**src/rtl/an_scan_pkg.sv**
```systemverilog
// Shared constants and the round-robin digit search used by the anode scan controller.
package an_scan_pkg;

    // Largest supported display, and the default geometry of the block.
    localparam int N_DIGITS_MAX    = 16;
    localparam int N_DIGITS_DEF    = 8;
    localparam int REFRESH_DIV_DEF = 100000;

    localparam int DIG_IDX_W = $clog2(N_DIGITS_DEF);
    localparam int SLOT_W    = $clog2(REFRESH_DIV_DEF);

    // All anodes released (active-low drive), sliced down to N_DIGITS by users.
    localparam logic [N_DIGITS_MAX-1:0] AN_OFF = '1;

    // Returns the first set mask bit after cur, searching cur+1, cur+2, ...
    // with wrap at n. The current digit itself is the last candidate, so a
    // single enabled digit finds itself. Returns -1 when the mask is empty.
    function automatic int next_enabled(input logic [N_DIGITS_MAX-1:0] mask,
                                        input int cur,
                                        input int n);
        int p;
        int found;
        found = -1;
        for (int k = 1; k <= N_DIGITS_MAX; k++) begin
            p = cur + k;
            if (p >= n) begin
                p = p - n;
            end
            if (k <= n && found < 0 && mask[p[3:0]]) begin
                found = p;
            end
        end
        return found;
    endfunction

endpackage

```
**src/rtl/an_scan_ctrl_if.sv**
```systemverilog
// Control/status bundle between a display host and the anode scan controller.
interface an_scan_ctrl_if #(
    parameter int N_DIGITS = 8,
    parameter int BRIGHT_W = 3
);
    localparam int IDX_W = $clog2(N_DIGITS);

    logic                en;
    logic [N_DIGITS-1:0] en_mask;
    logic [N_DIGITS-1:0] blink_mask;
    logic [BRIGHT_W-1:0] bright;
    logic [N_DIGITS-1:0] an_out;
    logic [IDX_W-1:0]    dig_idx;
    logic                frame_start;

    // Host side: sets the scan configuration, observes anode/digit status.
    modport master (
        output en, en_mask, blink_mask, bright,
        input  an_out, dig_idx, frame_start
    );

    // Controller side.
    modport slave (
        input  en, en_mask, blink_mask, bright,
        output an_out, dig_idx, frame_start
    );

endinterface

```
**src/rtl/next_digit_sel.sv**
```systemverilog
// Combinational round-robin finder: next enabled digit after cur_idx.
module next_digit_sel
    import an_scan_pkg::*;
#(
    parameter int N_DIGITS = 8
) (
    input  logic [N_DIGITS-1:0]         en_mask,
    input  logic [$clog2(N_DIGITS)-1:0] cur_idx,
    output logic [$clog2(N_DIGITS)-1:0] nxt_idx,
    output logic                        wrapped,
    output logic                        none
);
    localparam int IDX_W = $clog2(N_DIGITS);

    int found;

    // Search, then flag a wrap when the new index is not past the old one.
    always_comb begin
        found   = next_enabled(N_DIGITS_MAX'(en_mask), int'(cur_idx), N_DIGITS);
        none    = (found < 0);
        wrapped = !none && (found <= int'(cur_idx));
        nxt_idx = cur_idx;
        for (int i = 0; i < N_DIGITS; i++) begin
            if (found == i) begin
                nxt_idx = IDX_W'(i);
            end
        end
    end

endmodule

```
**src/rtl/an_scan_ctrl.sv**
```systemverilog
// Self-timed anode scan controller for multiplexed 7-segment displays:
// slot timing, anti-ghost blanking, PWM brightness and per-digit blink.
module an_scan_ctrl
    import an_scan_pkg::*;
#(
    parameter int N_DIGITS     = 8,
    parameter int REFRESH_DIV  = 100000,
    parameter int BLANK_CYC    = 16,
    parameter int BRIGHT_W     = 3,
    parameter int BLINK_FRAMES = 64
) (
    input  logic          clk,
    input  logic          rst_n,
    an_scan_ctrl_if.slave bus
);
    localparam int IDX_W = $clog2(N_DIGITS);
    localparam int CNT_W = $clog2(REFRESH_DIV);
    localparam int FRM_W = (BLINK_FRAMES > 1) ? $clog2(BLINK_FRAMES) : 1;
    // Wide enough for (REFRESH_DIV-BLANK_CYC)*(bright+1) without truncation.
    localparam int ON_W  = CNT_W + BRIGHT_W + 1;

    localparam logic [CNT_W-1:0]    SLOT_LAST  = CNT_W'(REFRESH_DIV - 1);
    localparam logic [FRM_W-1:0]    FRAME_LAST = FRM_W'(BLINK_FRAMES - 1);
    localparam logic [ON_W-1:0]     ACTIVE_CYC = ON_W'(REFRESH_DIV - BLANK_CYC);
    localparam logic [ON_W-1:0]     BLANK_LEN  = ON_W'(BLANK_CYC);
    localparam logic [N_DIGITS-1:0] AN_ALL_OFF = AN_OFF[N_DIGITS-1:0];

    logic [CNT_W-1:0]    slot_cnt_reg,    slot_cnt_next;
    logic [IDX_W-1:0]    dig_idx_reg,     dig_idx_next;
    logic [FRM_W-1:0]    frame_cnt_reg,   frame_cnt_next;
    logic                blink_phase_reg, blink_phase_next;
    logic                frame_start_reg, frame_start_next;
    logic [N_DIGITS-1:0] an_out_reg,      an_out_next;

    logic [IDX_W-1:0]    sel_idx;
    logic                sel_wrapped;
    logic                sel_none;

    logic [ON_W-1:0]     on_time;
    logic [ON_W-1:0]     slot_ext;
    logic                in_window;
    logic                lit;

    next_digit_sel #(
        .N_DIGITS (N_DIGITS)
    ) u_next_digit_sel (
        .en_mask (bus.en_mask),
        .cur_idx (dig_idx_reg),
        .nxt_idx (sel_idx),
        .wrapped (sel_wrapped),
        .none    (sel_none)
    );

    // PWM window: dark blanking lead-in, then on_time lit cycles; masks act live.
    always_comb begin
        on_time   = (ACTIVE_CYC * (ON_W'(bus.bright) + ON_W'(1))) >> BRIGHT_W;
        slot_ext  = ON_W'(slot_cnt_reg);
        in_window = (slot_ext >= BLANK_LEN) && ((slot_ext - BLANK_LEN) < on_time);
        lit       = bus.en && bus.en_mask[dig_idx_reg] && in_window
                    && !(blink_phase_reg && bus.blink_mask[dig_idx_reg]);
    end

    // One anode per digit; only the slot owner can be pulled low.
    generate
        for (genvar gi = 0; gi < N_DIGITS; gi++) begin : g_anode
            assign an_out_next[gi] = !(lit && (dig_idx_reg == IDX_W'(gi)));
        end
    endgenerate

    // Slot/frame counters: advance the digit at slot wrap, count frames for blink.
    always_comb begin
        slot_cnt_next    = slot_cnt_reg;
        dig_idx_next     = dig_idx_reg;
        frame_cnt_next   = frame_cnt_reg;
        blink_phase_next = blink_phase_reg;
        frame_start_next = 1'b0;
        if (bus.en) begin
            if (slot_cnt_reg == SLOT_LAST) begin
                slot_cnt_next = '0;
                if (!sel_none) begin
                    dig_idx_next = sel_idx;
                    if (sel_wrapped) begin
                        frame_start_next = 1'b1;
                        if (frame_cnt_reg == FRAME_LAST) begin
                            frame_cnt_next   = '0;
                            blink_phase_next = !blink_phase_reg;
                        end else begin
                            frame_cnt_next = frame_cnt_reg + FRM_W'(1);
                        end
                    end
                end
            end else begin
                slot_cnt_next = slot_cnt_reg + CNT_W'(1);
            end
        end
    end

    // State and output registers; reset releases every anode immediately.
    always_ff @(posedge clk or negedge rst_n) begin
        if (!rst_n) begin
            slot_cnt_reg    <= '0;
            dig_idx_reg     <= '0;
            frame_cnt_reg   <= '0;
            blink_phase_reg <= 1'b0;
            frame_start_reg <= 1'b0;
            an_out_reg      <= AN_ALL_OFF;
        end else begin
            slot_cnt_reg    <= slot_cnt_next;
            dig_idx_reg     <= dig_idx_next;
            frame_cnt_reg   <= frame_cnt_next;
            blink_phase_reg <= blink_phase_next;
            frame_start_reg <= frame_start_next;
            an_out_reg      <= an_out_next;
        end
    end

    assign bus.an_out      = an_out_reg;
    assign bus.dig_idx     = dig_idx_reg;
    assign bus.frame_start = frame_start_reg;

endmodule

```
**src/flat_wrapper.sv**
```systemverilog
// flat-port wrapper written by rule: the top's interface ports become plain ports
module an_scan_ctrl_flat import an_scan_pkg::*;
#(
    parameter int N_DIGITS     = 8,
    parameter int REFRESH_DIV  = 100000,
    parameter int BLANK_CYC    = 16,
    parameter int BRIGHT_W     = 3,
    parameter int BLINK_FRAMES = 64
)
  (clk, rst_n, bus_en, bus_en_mask, bus_blink_mask, bus_bright, bus_an_out, bus_dig_idx, bus_frame_start);
  an_scan_ctrl_if #(.N_DIGITS(N_DIGITS), .BRIGHT_W(BRIGHT_W)) bus_i ();
  input  logic clk;
  input  logic rst_n;
  input wire logic [$bits(bus_i.en)-1:0] bus_en;
  input wire logic [$bits(bus_i.en_mask)-1:0] bus_en_mask;
  input wire logic [$bits(bus_i.blink_mask)-1:0] bus_blink_mask;
  input wire logic [$bits(bus_i.bright)-1:0] bus_bright;
  output wire logic [$bits(bus_i.an_out)-1:0] bus_an_out;
  output wire logic [$bits(bus_i.dig_idx)-1:0] bus_dig_idx;
  output wire logic [$bits(bus_i.frame_start)-1:0] bus_frame_start;
  assign bus_i.en = bus_en;
  assign bus_i.en_mask = bus_en_mask;
  assign bus_i.blink_mask = bus_blink_mask;
  assign bus_i.bright = bus_bright;
  assign bus_an_out = bus_i.an_out;
  assign bus_dig_idx = bus_i.dig_idx;
  assign bus_frame_start = bus_i.frame_start;
  an_scan_ctrl #(.N_DIGITS(N_DIGITS), .REFRESH_DIV(REFRESH_DIV), .BLANK_CYC(BLANK_CYC), .BRIGHT_W(BRIGHT_W), .BLINK_FRAMES(BLINK_FRAMES)) u_core (.clk(clk), .rst_n(rst_n), .bus(bus_i));
endmodule
```
**config.mk**
```make
export PLATFORM = sky130hd
export DESIGN_NAME = an_scan_ctrl_flat
export DESIGN_NICKNAME = d
export VERILOG_FILES = /design/src/rtl/an_scan_pkg.sv /design/src/rtl/an_scan_ctrl_if.sv /design/src/rtl/next_digit_sel.sv /design/src/rtl/an_scan_ctrl.sv /design/src/flat_wrapper.sv
export SDC_FILE = /design/constraint.sdc
export NUM_CORES = 1
export LEC_CHECK = 0
export ABC_AREA = 0
export CAP_MARGIN = 15
export CORE_MARGIN = 2
export CORE_UTILIZATION = 35
export DETAILED_ROUTE_END_ITERATION = 12
export MAX_ROUTING_LAYER = met4
export SYNTH_ARGS = -nofsm -noshare
export SYNTH_HDL_FRONTEND = slang
export SYNTH_SLANG_ARGS = --single-unit
```
**constraint.sdc**
```tcl
create_clock -name clk -period 9.2 [get_ports clk]
set_input_delay 0.92 -clock clk [delete_from_list [all_inputs] [get_ports clk]]
set_output_delay 0.92 -clock clk [all_outputs]
set_load 0.01 [all_outputs]
```
# After elaboration in Yosys (flattened, before gate mapping)
# Index checks and enable logic that the tools add are counted.
# op_classes
bitwise	1
n_reduce_logical	38
mux	50
n_addsub	20
n_eq_ne	16
order_cmp	28
n_mul	1
# ops
op	count
32-bit two-way mux	16
32-bit by 1-bit < comparator with 1-bit output (second input constant)	8
32-bit by 4-bit == test with 1-bit output (second input constant)	4
32-bit by 3-bit == test with 1-bit output (second input constant)	2
4-bit by 5-bit < comparator with 1-bit output (second input constant)	8
1-bit binary-select mux with 4-bit select	8
32-bit by 2-bit == test with 1-bit output (second input constant)	1
32-bit by 5-bit greater-or-equal comparator with 1-bit output (second input constant)	1
32-bit by 4-bit less-or-equal comparator with 1-bit output	1
32-bit logical NOT	1
32-bit by 5-bit subtractor with 32-bit output (second input constant)	1
4-bit by 4-bit subtractor with 5-bit output (second input constant)	6
4-bit greater-or-equal comparator (second input constant)	6
3-bit two-way mux	8
1-bit logical AND	21
21-bit by 18-bit < comparator with 1-bit output	1
13-bit by 21-bit multiplier with 17-bit output (first input constant)	1
17-bit by 5-bit subtractor with 18-bit output (second input constant)	1
17-bit by 1-bit adder with 17-bit output (second input constant)	1
17-bit == test (second input constant)	1
17-bit by 5-bit greater-or-equal comparator with 1-bit output (second input constant)	1
17-bit two-way mux	1
3-bit by 3-bit adder with 4-bit output (second input constant)	4
1-bit two-way mux	14
19 further kinds	37
# totals
elab_cells	160
input_bits	22
register_bits	36
output_inout_bits	12

# Depth between registers and ports, before layout
# Gate-level depths: netlist of run 1.
# depth
ltp_word	36
mapped_depth	21
ltp_nobuf	19

# Hierarchy
# Synthesis of run 1 repeated with hierarchy kept, for this count alone.
# hier_totals
cells_unflattened	420
hier_area_um2	3947.5
# by_module_without_submodules
module	seq_area_each_um2	area_each_um2	cells_per_inst	instances
an_scan_ctrl	910.9	2847.7	295	1
next_digit_sel	0.0	1099.8	125	1

# Least setup slack after synthesis of run 1
# No wires, ideal clock.
# synth_path
path_kind	register to register
start	register u_core.dig_idx_reg[0], in the netlist u_core.bus.dig_idx[0]
end	register u_core.frame_cnt_reg[1]
required_time_ns	9.072
t_arrival_ns	4.570
period_less_slack_ns	4.697
stages_incl_launch_ff	18
path_buffers	2
path_slack_ns	4.503
setup_ns	0.128
path_cell_list	dfrtp_1 buf_2 clkinv_1 ha_1 buf_6 mux4_1 mux2i_4 and4_4 nand3_2 nor2_1 mux2_2 ha_1 nor2b_1 o21ai_0 inv_1 o21ai_0 nand3_4 mux2_1
# synth_via
elab_chain_len	31
elab_cells_between_ends	76
classes_between	add/sub (16); order compare (17); mux (32); bitwise (1); reduce/logical (10)
# synth_rtl
item	line_no	source
from (decl)	an_scan_ctrl.sv:29	logic [IDX_W-1:0] dig_idx_reg, dig_idx_next;
from (signal assigned)	an_scan_ctrl.sv:109	dig_idx_reg <= dig_idx_next;
3-bit by 1-bit adder with 4-bit output	an_scan_pkg.sv:25	p = cur + k;
32-bit by 5-bit subtractor with 32-bit output / 32-bit by 5-bit greater-or-equal comparator with 1-bit output (equally long branches)	an_scan_pkg.sv:27, an_scan_pkg.sv:26	
32-bit two-way mux	an_scan_pkg.sv:26	if (p >= n) begin
1-bit binary-select mux with 4-bit select	an_scan_pkg.sv:29	if (k <= n && found < 0 && mask[p[3:0]]) begin
1-bit two-way mux (implied by the code)	an_scan_pkg.sv:29	
32-bit two-way mux	an_scan_pkg.sv:29	
32-bit by 1-bit < comparator with 1-bit output	an_scan_pkg.sv:29	
1-bit logical AND	an_scan_pkg.sv:29	
[15 not listed]	n/a	
32-bit two-way mux	an_scan_pkg.sv:29	
32-bit by 1-bit < comparator with 1-bit output	an_scan_pkg.sv:29	
1-bit logical AND	an_scan_pkg.sv:29	
32-bit two-way mux	an_scan_pkg.sv:29	
32-bit by 1-bit < comparator with 1-bit output	next_digit_sel.sv:20	none = (found < 0);
1-bit logical NOT	n/a	
1-bit logical AND	next_digit_sel.sv:21	wrapped = !none && (found <= int'(cur_idx));
4-bit AND reduction (no line) (*)	n/a	
to (signal assigned)	an_scan_ctrl.sv:110	frame_cnt_reg <= frame_cnt_next;
to (decl)	an_scan_ctrl.sv:30	logic [FRM_W-1:0] frame_cnt_reg, frame_cnt_next;
# Mark *: on every way between the ends. The rest lies on a longest branch, timed or not. The select of a mux whose other input is x is not followed.
# A chain may end at the register's enable or synchronous reset.

# Worst setup path after layout of run 1
# layout_path
start	register u_core.dig_idx_reg[1], in the netlist u_core.bus.dig_idx[1]
end	register u_core.frame_cnt_reg[1]
# The elaborated chain is that of the path after synthesis.

==> results of run 1 <==
## cell type report
| class | instances | area [um^2] |
|---|---|---|
| clock inverter | 1 | 8.758 |
| clock buffer | 7 | 132.6 |
| tap | 140 | 175.2 |
| inverter | 20 | 75.07 |
| timing repair buffer | 34 | 332.8 |
| multi-input combinational | 353 | 2877 |
| sequential | 36 | 910.9 |
| fill | 1103 | 6424 |
## layout by cell type, fill, tap and decap left out, drive strengths merged, types with 4 or more instances in the layout
| cell | n |
|---|---|
| nor3 | 9 |
| and3 | 4 |
| mux4 | 12 |
| nor2 | 30 |
| clkbuf | 7 |
| nor2b | 4 |
| xor2 | 19 |
| xnor2 | 17 |
| o21ai | 21 |
| a21oi | 12 |
| dfstp | 8 |
| and2 | 4 |
| dfrtp | 28 |
| inv | 18 |
| ha | 48 |
| a21o | 7 |
| nor4 | 4 |
| mux2i | 16 |
| mux2 | 17 |
| or2 | 5 |
| nand2 | 43 |
| clkdlybuf4s50 | 32 |
| nor3b | 5 |
| o21a | 7 |
| nand3 | 10 |
| nand4 | 14 |
## routing by layer
layer / GRT usage (%) / part of all wire, % / vias to the layer above
met5: - / 0 / -
met4: 3.167 / 0.82 / 0
met3: 1.811 / 2.3 / 6
met2: 24.74 / 49 / 40
met1: 18.54 / 48 / 1566
li1: - / - / 1608
## path summary, 6_finish.rpt
path	to	start	slack, ns	cells after the start
max in group asynchronous	u_core.slot_cnt_reg[7]	rst_n	7.96	1
min	u_core.frame_cnt_reg[5]	u_core.frame_cnt_reg[5]	0.49	1
min reg2reg	u_core.frame_cnt_reg[5]	u_core.frame_cnt_reg[5]	0.49	1
min in group asynchronous	u_core.slot_cnt_reg[11]	rst_n	0.72	1
max	u_core.frame_cnt_reg[1]	u_core.bus.dig_idx[1]	3.44	15
max reg2reg	u_core.frame_cnt_reg[1]	u_core.bus.dig_idx[1]	3.44	15
## power by group through the flow
| stage | combinational, uW | sequential, uW | clock (uW) |
|---|---|---|---|
| 6_report | 249 | 192 | 163 |
| 5_1_grt | 281 | 195 | 177 |
| 4_1_cts | 252 | 192 | 167 |
| 3_5_place_dp | 250 | 194 | 0 |
| 3_3_place_gp | 244 | 194 | 0 |
| 2_1_floorplan | 196 | 182 | 0 |
## cells in the mapped netlist (5+ instances only)
cell / instances / share of area [%]
ha_1: 48 / 15
o21a_1: 7 / 1.3
mux2_1: 7 / 2.0
dfstp_2: 8 / 5.3
xnor2_1: 16 / 3.5
nor2_1: 29 / 2.7
nor3b_1: 5 / 0.94
nand2_1: 43 / 4.1
clkbuf_1: 10 / 0.94
a21oi_1: 12 / 1.5
o21ai_0: 18 / 2.3
mux2_2: 9 / 2.6
mux2i_1: 15 / 3.8
nand4_1: 13 / 2.0
nor3_1: 9 / 1.1
dfrtp_1: 28 / 18
or2_2: 5 / 0.79
xor2_1: 19 / 4.2
mux4_2: 10 / 5.7
inv_1: 18 / 1.7
nand3_1: 8 / 1.0
buf_2: 5 / 0.63
a21o_1: 7 / 1.3
## through the flow
stage	hold slack (ns)	cell area, um^2	instances	setup WS, ns	util, %
6_report	0.4882	4512	591	3.443	41.26
5_1_grt	0.5226	4512	591	2.928	41.26
4_1_cts	0.4904	4512	591	3.470	41.26
3_5_place_dp	0.4727	4370	583	3.417	39.97
3_3_place_gp	0.4709	4370	583	3.494	39.97
2_1_floorplan	0.4453	3974	429	4.503	-
## worst reg2reg max path, delay by kind of cell (launching register included)
| kind | cells | cell delay (ns) |
|---|---|---|
| AO/OA/AOI/OAI | 2 | 0.58 |
| adder cells (fa/ha/maj) | 2 | 1.16 |
| buffers and inverters | 2 | 0.41 |
| flip-flops | 1 | 0.93 |
| multiplexers | 4 | 1.64 |
| AND/OR/NAND/NOR | 5 | 0.93 |
## kinds of logic (layout without fill, tap and decap cells)
family / Yosys count / in the layout / synth area share (%)
AOI/OAI and AO/OA: 74 / 74 / 12.56
other: 1 / 1 / 0.09437
muxes: 45 / 45 / 16.25
xor gates and xnor gates: 36 / 36 / 8.123
and+or+nand+nor: 149 / 149 / 20.25
DFF: 36 / 36 / 22.92
buffers and inverters: 40 / 62 / 4.691
adders and majority gates: 48 / 48 / 15.11
==> results.tsv, run 1 <==
stage	metric	value	unit
hold_path	hold_path_class	register to register	
global_routing	antenna_found_initial	0	
pwr	p_sw	215.3	uW
clock_network	cts_made_buffers	5	
layout	nets	520	
global_routing	grt_max_degree	37	
place	io_buffers	33	
layout	syn_to_final_growth	13.54	%
logic_synthesis	ys.warnings.count	0	
pwr	irDropWorstVdd	0.00009839	V
die	die_area	12220	um^2
sta	final-setup-viol-count	0	
flow_run	cap_violations	0	
logic_synthesis	synth_edf_count	0	
die	initial_core_util	36.34	%
outcome	status	finished clean	
pwr	pwr-share-seq	31.8	%
global_routing	grt_pass1_wl	14800	um
routing	dr.pass1.iters	4	
pwr	p_per_area	133.8	nW/um^2
setup_path	crit_buf_inv	2	
clock_network	post_cts_buffers	0	
setup_path	crit_path_cell_trace	inv_1, ha_1, mux4_1, mux2i_4, and4_4, nand3_2, nor2_1, mux2_2, ha_1, nor2b_1, o21ai_0, inv_1, o21ai_0, nand3_4, mux2_1	
sta	period_share	62.58	%
logic_synthesis	synth_seq_cells	36	
logic_synthesis	avgSynthCellArea	9.263	um^2
sta	period_needed	5.757	ns
pwr	netSwitchingFraction	35.66	%
logic_synthesis	synth.distinct_cells	72	
routing	ant_nets	0	
setup_path	crit_path_max_incr_delay	0.93	ns
sta	final_max_slew_viol_count	0	
setup_path	cp.arrival	5.91	ns
clock_network	cts_tree	yes	
die	pin_count	34	
routing	drc	0	
pwr	p_int	388.4	uW
layout	largest_register_ff_count	17	
setup_path	path_delay_family	multiplexers	
global_routing	grt_remaining_overflow	0	
pwr	p_comb_share	41.2	%
sta	fin_setup_tns	0	ns
layout	drive_gt1_share	11.75	%
layout	antennaDiodeCount	0	
place	dp_hpwl	6679	um
pwr	p_leak	0.001941	uW
routing	vias	3220	
die	core	10940	um^2
clock_network	clk_latency	0.27	ns
clock_network	h-tree-depth	2	
global_routing	grt_pass1_vias	3134	
clock_network	clock-sinks	36	
setup_path	cp.required	9.36	ns
logic_synthesis	yosysSeqAreaShare	22.92	%
sta	fmax	0.1737	GHz
setup_path	criticalPathCategory	register to register	
setup_path	endpoint_kind	register	
setup_path	critPathMaxFanout	22	
logic_synthesis	async_reset_ff_share	100.0	%
sta	skew	0.003299	ns
routing	routedWlPerCell	14.66	um
clock_network	cts_root_buffer	clkbuf_16	
logic_synthesis	netlist_instances	429	
routing	drtIter0Drc	155	
sta	hold_viol	0	
place	gp_congestion	0.9288	
pwr	p_total	603.7	uW
logic_synthesis	ys.flop_type	dfrtp_1	
setup_path	crit_path_top_delay_cell	dfrtp_1	
sta	relSlewSlack	38.85	%
die	num_rows	38	
setup_path	start_kind	register	
routing	routed_via_density	5.448	
die	fp.dieW	110.6	um
clock_network	clk_path_buf_depth	2	
global_routing	grt_usage	14.52	%
sta	tightest_slew	0.9173	ns
routing	drt_wl_total	8664	um
clock_network	clk_pin_slew	0.05	ns
clock_network	hold_buffers	0	
pwr	p_clk_share	27.0	%
clock_network	cts_resized	0	
logic_synthesis	synth_area	3974	um^2
logic_synthesis	syn_nets	499	
die	dieHeight	110.6	um
sta	rsz0062_at_grt	no	
Note: power is estimated with default switching activity, not from simulation.
==> run 2: changes to the inputs <==
==> constraint.sdc (replaced) <==
create_clock -name clk -period 5.6 [get_ports clk]
set_input_delay 0.56 -clock clk [delete_from_list [all_inputs] [get_ports clk]]
set_output_delay 0.56 -clock clk [all_outputs]
set_load 0.01 [all_outputs]
==> results.tsv, run 2 (synthesis gave the netlist of run 1 again) <==
stage	metric	value	unit	change
clock_network	clk_path_buf_depth	2		unchanged
setup_path	endpoint_kind	register		
die	pin_count	34		unchanged
pwr	p_per_area	221.0	nW/um^2	+65%
die	core	10940	um^2	unchanged
setup_path	r2r-end	u_core.frame_cnt_reg[1]		
clock_network	clock-sinks	36		unchanged
setup_path	critPathMaxFanout	9		-59%
routing	vias	3236		+0.50%
sta	tightest_slew	0.8125	ns	-0.1048 ns
place	gp_congestion	0.8821		-5.0%
place	placed_cell_area	4408	um^2	+0.86%
sta	period_needed	4.938	ns	
layout	largest_register_ff_count	17		unchanged
clock_network	cts_made_buffers	5		unchanged
sta	relSlewSlack	45.83	%	+7.0 points
layout	fin_area	4552	um^2	+0.89%
die	die_area	12220	um^2	unchanged
layout	antennaDiodeCount	0		unchanged
pwr	p_leak	0.001971	uW	+1.5%
sta	hold_viol	0		unchanged
global_routing	grt_max_degree	37		unchanged
sta	final_max_slew_viol_count	0		unchanged
routing	routed_via_density	5.430		-0.35%
sta	fmax	0.2025	GHz	
routing	dr.pass1.iters	6		+2
die	num_rows	38		unchanged
layout	syn_to_final_growth	14.55	%	
sta	skew	0.006437	ns	+0.003137 ns
setup_path	start_kind	primary input		
setup_path	cp.arrival	5.15	ns	-0.76 ns
clock_network	hold_buffers	0		unchanged
sta	period_share	88.18	%	
layout	finalNonFillerCells	596		+0.85%
place	dp_cells	588		+0.86%
place	io_buffers	33		unchanged
global_routing	grt_usage	14.90	%	+0.38 points
layout	seq_area	910.9	um^2	unchanged
layout	num-fill-cells	1084		-1.7%
hold_path	hold_path_class	primary input to asynchronous set/reset pin		
setup_path	cp.required	5.82	ns	-3.54 ns
layout	nets	525		+0.96%
die	dieHeight	110.6	um	unchanged
flow_run	cap_violations	0		unchanged
setup_path	criticalPathCategory	primary input to register		
clock_network	clk_pin_slew	0.06	ns	about the same
routing	drc	0		unchanged
place	dp_hpwl	6791	um	+1.7%
clock_network	post_cts_buffers	0		unchanged
clock_network	clk_latency	0.28	ns	about the same
routing	drt_wl_total	8859	um	+2.3%
setup_path	ff2ff_path_depth	16		+1
pwr	p_total	1006	uW	+67%
setup_path	reg2reg_from	u_core.bus.dig_idx[0]		
global_routing	antenna_found_initial	0		unchanged
clock_network	cts_tree	yes		
sta	fin_setup_tns	0	ns	unchanged
layout	layout_commonest_cell	ha_1		
layout	layout_common_cells	48 x ha_1, 43 x nand2_1, 32 x clkdlybuf4s50_1		
clock_network	cts_resized	0		unchanged
clock_network	cts_root_buffer	clkbuf_16		
sta	final-setup-viol-count	0		unchanged
setup_path	r2r_slack	0.84	ns	-2.60 ns
routing	ant_nets	0		unchanged
routing	drtIter0Drc	114		-26%
layout	multi_input_area	2877	um^2	unchanged
global_routing	grt_remaining_overflow	0		unchanged
sta	rsz0062_at_grt	no		
global_routing	grt_pass1_vias	3088		-1.5%
global_routing	grt_pass1_wl	15140	um	+2.3%
layout	drive_gt1_share	13.16	%	+1.4 points
pwr	irDropWorstVdd	0.0001869	V	+90%
routing	routedWlPerCell	14.86	um	+1.4%
die	initial_core_util	36.34	%	unchanged
clock_network	h-tree-depth	2		unchanged
outcome	status	finished clean		
die	fp.dieW	110.6	um	unchanged
## run 2: cell types whose count changed in the layout (fill, tap and decap cells not counted), sizes merged
cell	change
clkinv	+2
clkbuf	-2
buf	+5
## run 2: final cells by class
| cell class | count | area share (%) |
|---|---|---|
| Multi-Input combinational cell | 353 | 63.19 |
| Clock inverter | 3 | 0.4123 |
| Timing Repair Buffer | 39 | 8.136 |
| Sequential cell | 36 | 20.01 |
| Tap cell | 140 | 3.848 |
| Inverter | 20 | 1.649 |
| Clock buffer | 5 | 2.749 |
## run 2: critical path, cell delays in order
cell             delay (ns)
clkdlybuf4s50_1        0.71
ha_1                   0.23
xor2_1                 0.31
ha_1                   0.31
ha_1                   0.34
ha_1                   0.34
a21boi_0               0.29
o21a_1                 0.16
o21ai_0                0.12
nor3b_1                0.24
o21ai_0                0.14
xor2_1                 0.17
ha_1                   0.30
nand4_1                0.11
a2111oi_0              0.38
o22ai_1                0.17
buf_4                  0.20
nand4_1                0.08
## run 2: how the worst max path moves through the flow
stage | end | depth (start not counted) | start
finish | u_core.bus.an_out[7] | 18 | bus_bright[0]
global placement | u_core.bus.an_out[3] | 19 | bus_bright[0]
global route | u_core.bus.an_out[7] | 18 | bus_bright[0]
CTS | u_core.bus.an_out[7] | 18 | bus_bright[0]
detailed placement | u_core.bus.an_out[3] | 18 | bus_bright[0]
floorplan | u_core.frame_cnt_reg[1] | 17 | u_core.bus.dig_idx[0]
## run 2: power breakdown
group | leakage, uW | switching [uW] | total [uW] | internal (uW)
combinational | 0.00144 | 218 | 420 | 202
sequential | 0.000456 | 35.4 | 313 | 277
clock | 0.0000736 | 109 | 273 | 164
## run 2: metrics by stage
step | util (%) | setup WS, ns | hold WS (ns)
floorplan | - | 0.9028 | 0.2644
global placement | 40.31 | 0.5727 | 0.4675
detailed placement | 40.31 | 0.4175 | 0.4677
CTS | 41.62 | 0.6985 | 0.4153
global route | 41.62 | 0.2593 | 0.4678
finish | 41.62 | 0.6618 | 0.3770
## run 2: metal layers
metal / wire length [um] / vias to the layer above / global-route usage [%]
li1: - / 1616 / -
met1: 4088 / 1551 / 19.10
met2: 4419 / 57 / 25.11
met3: 224 / 12 / 2.195
met4: 126 / 0 / 3.083
met5: 0 / - / -
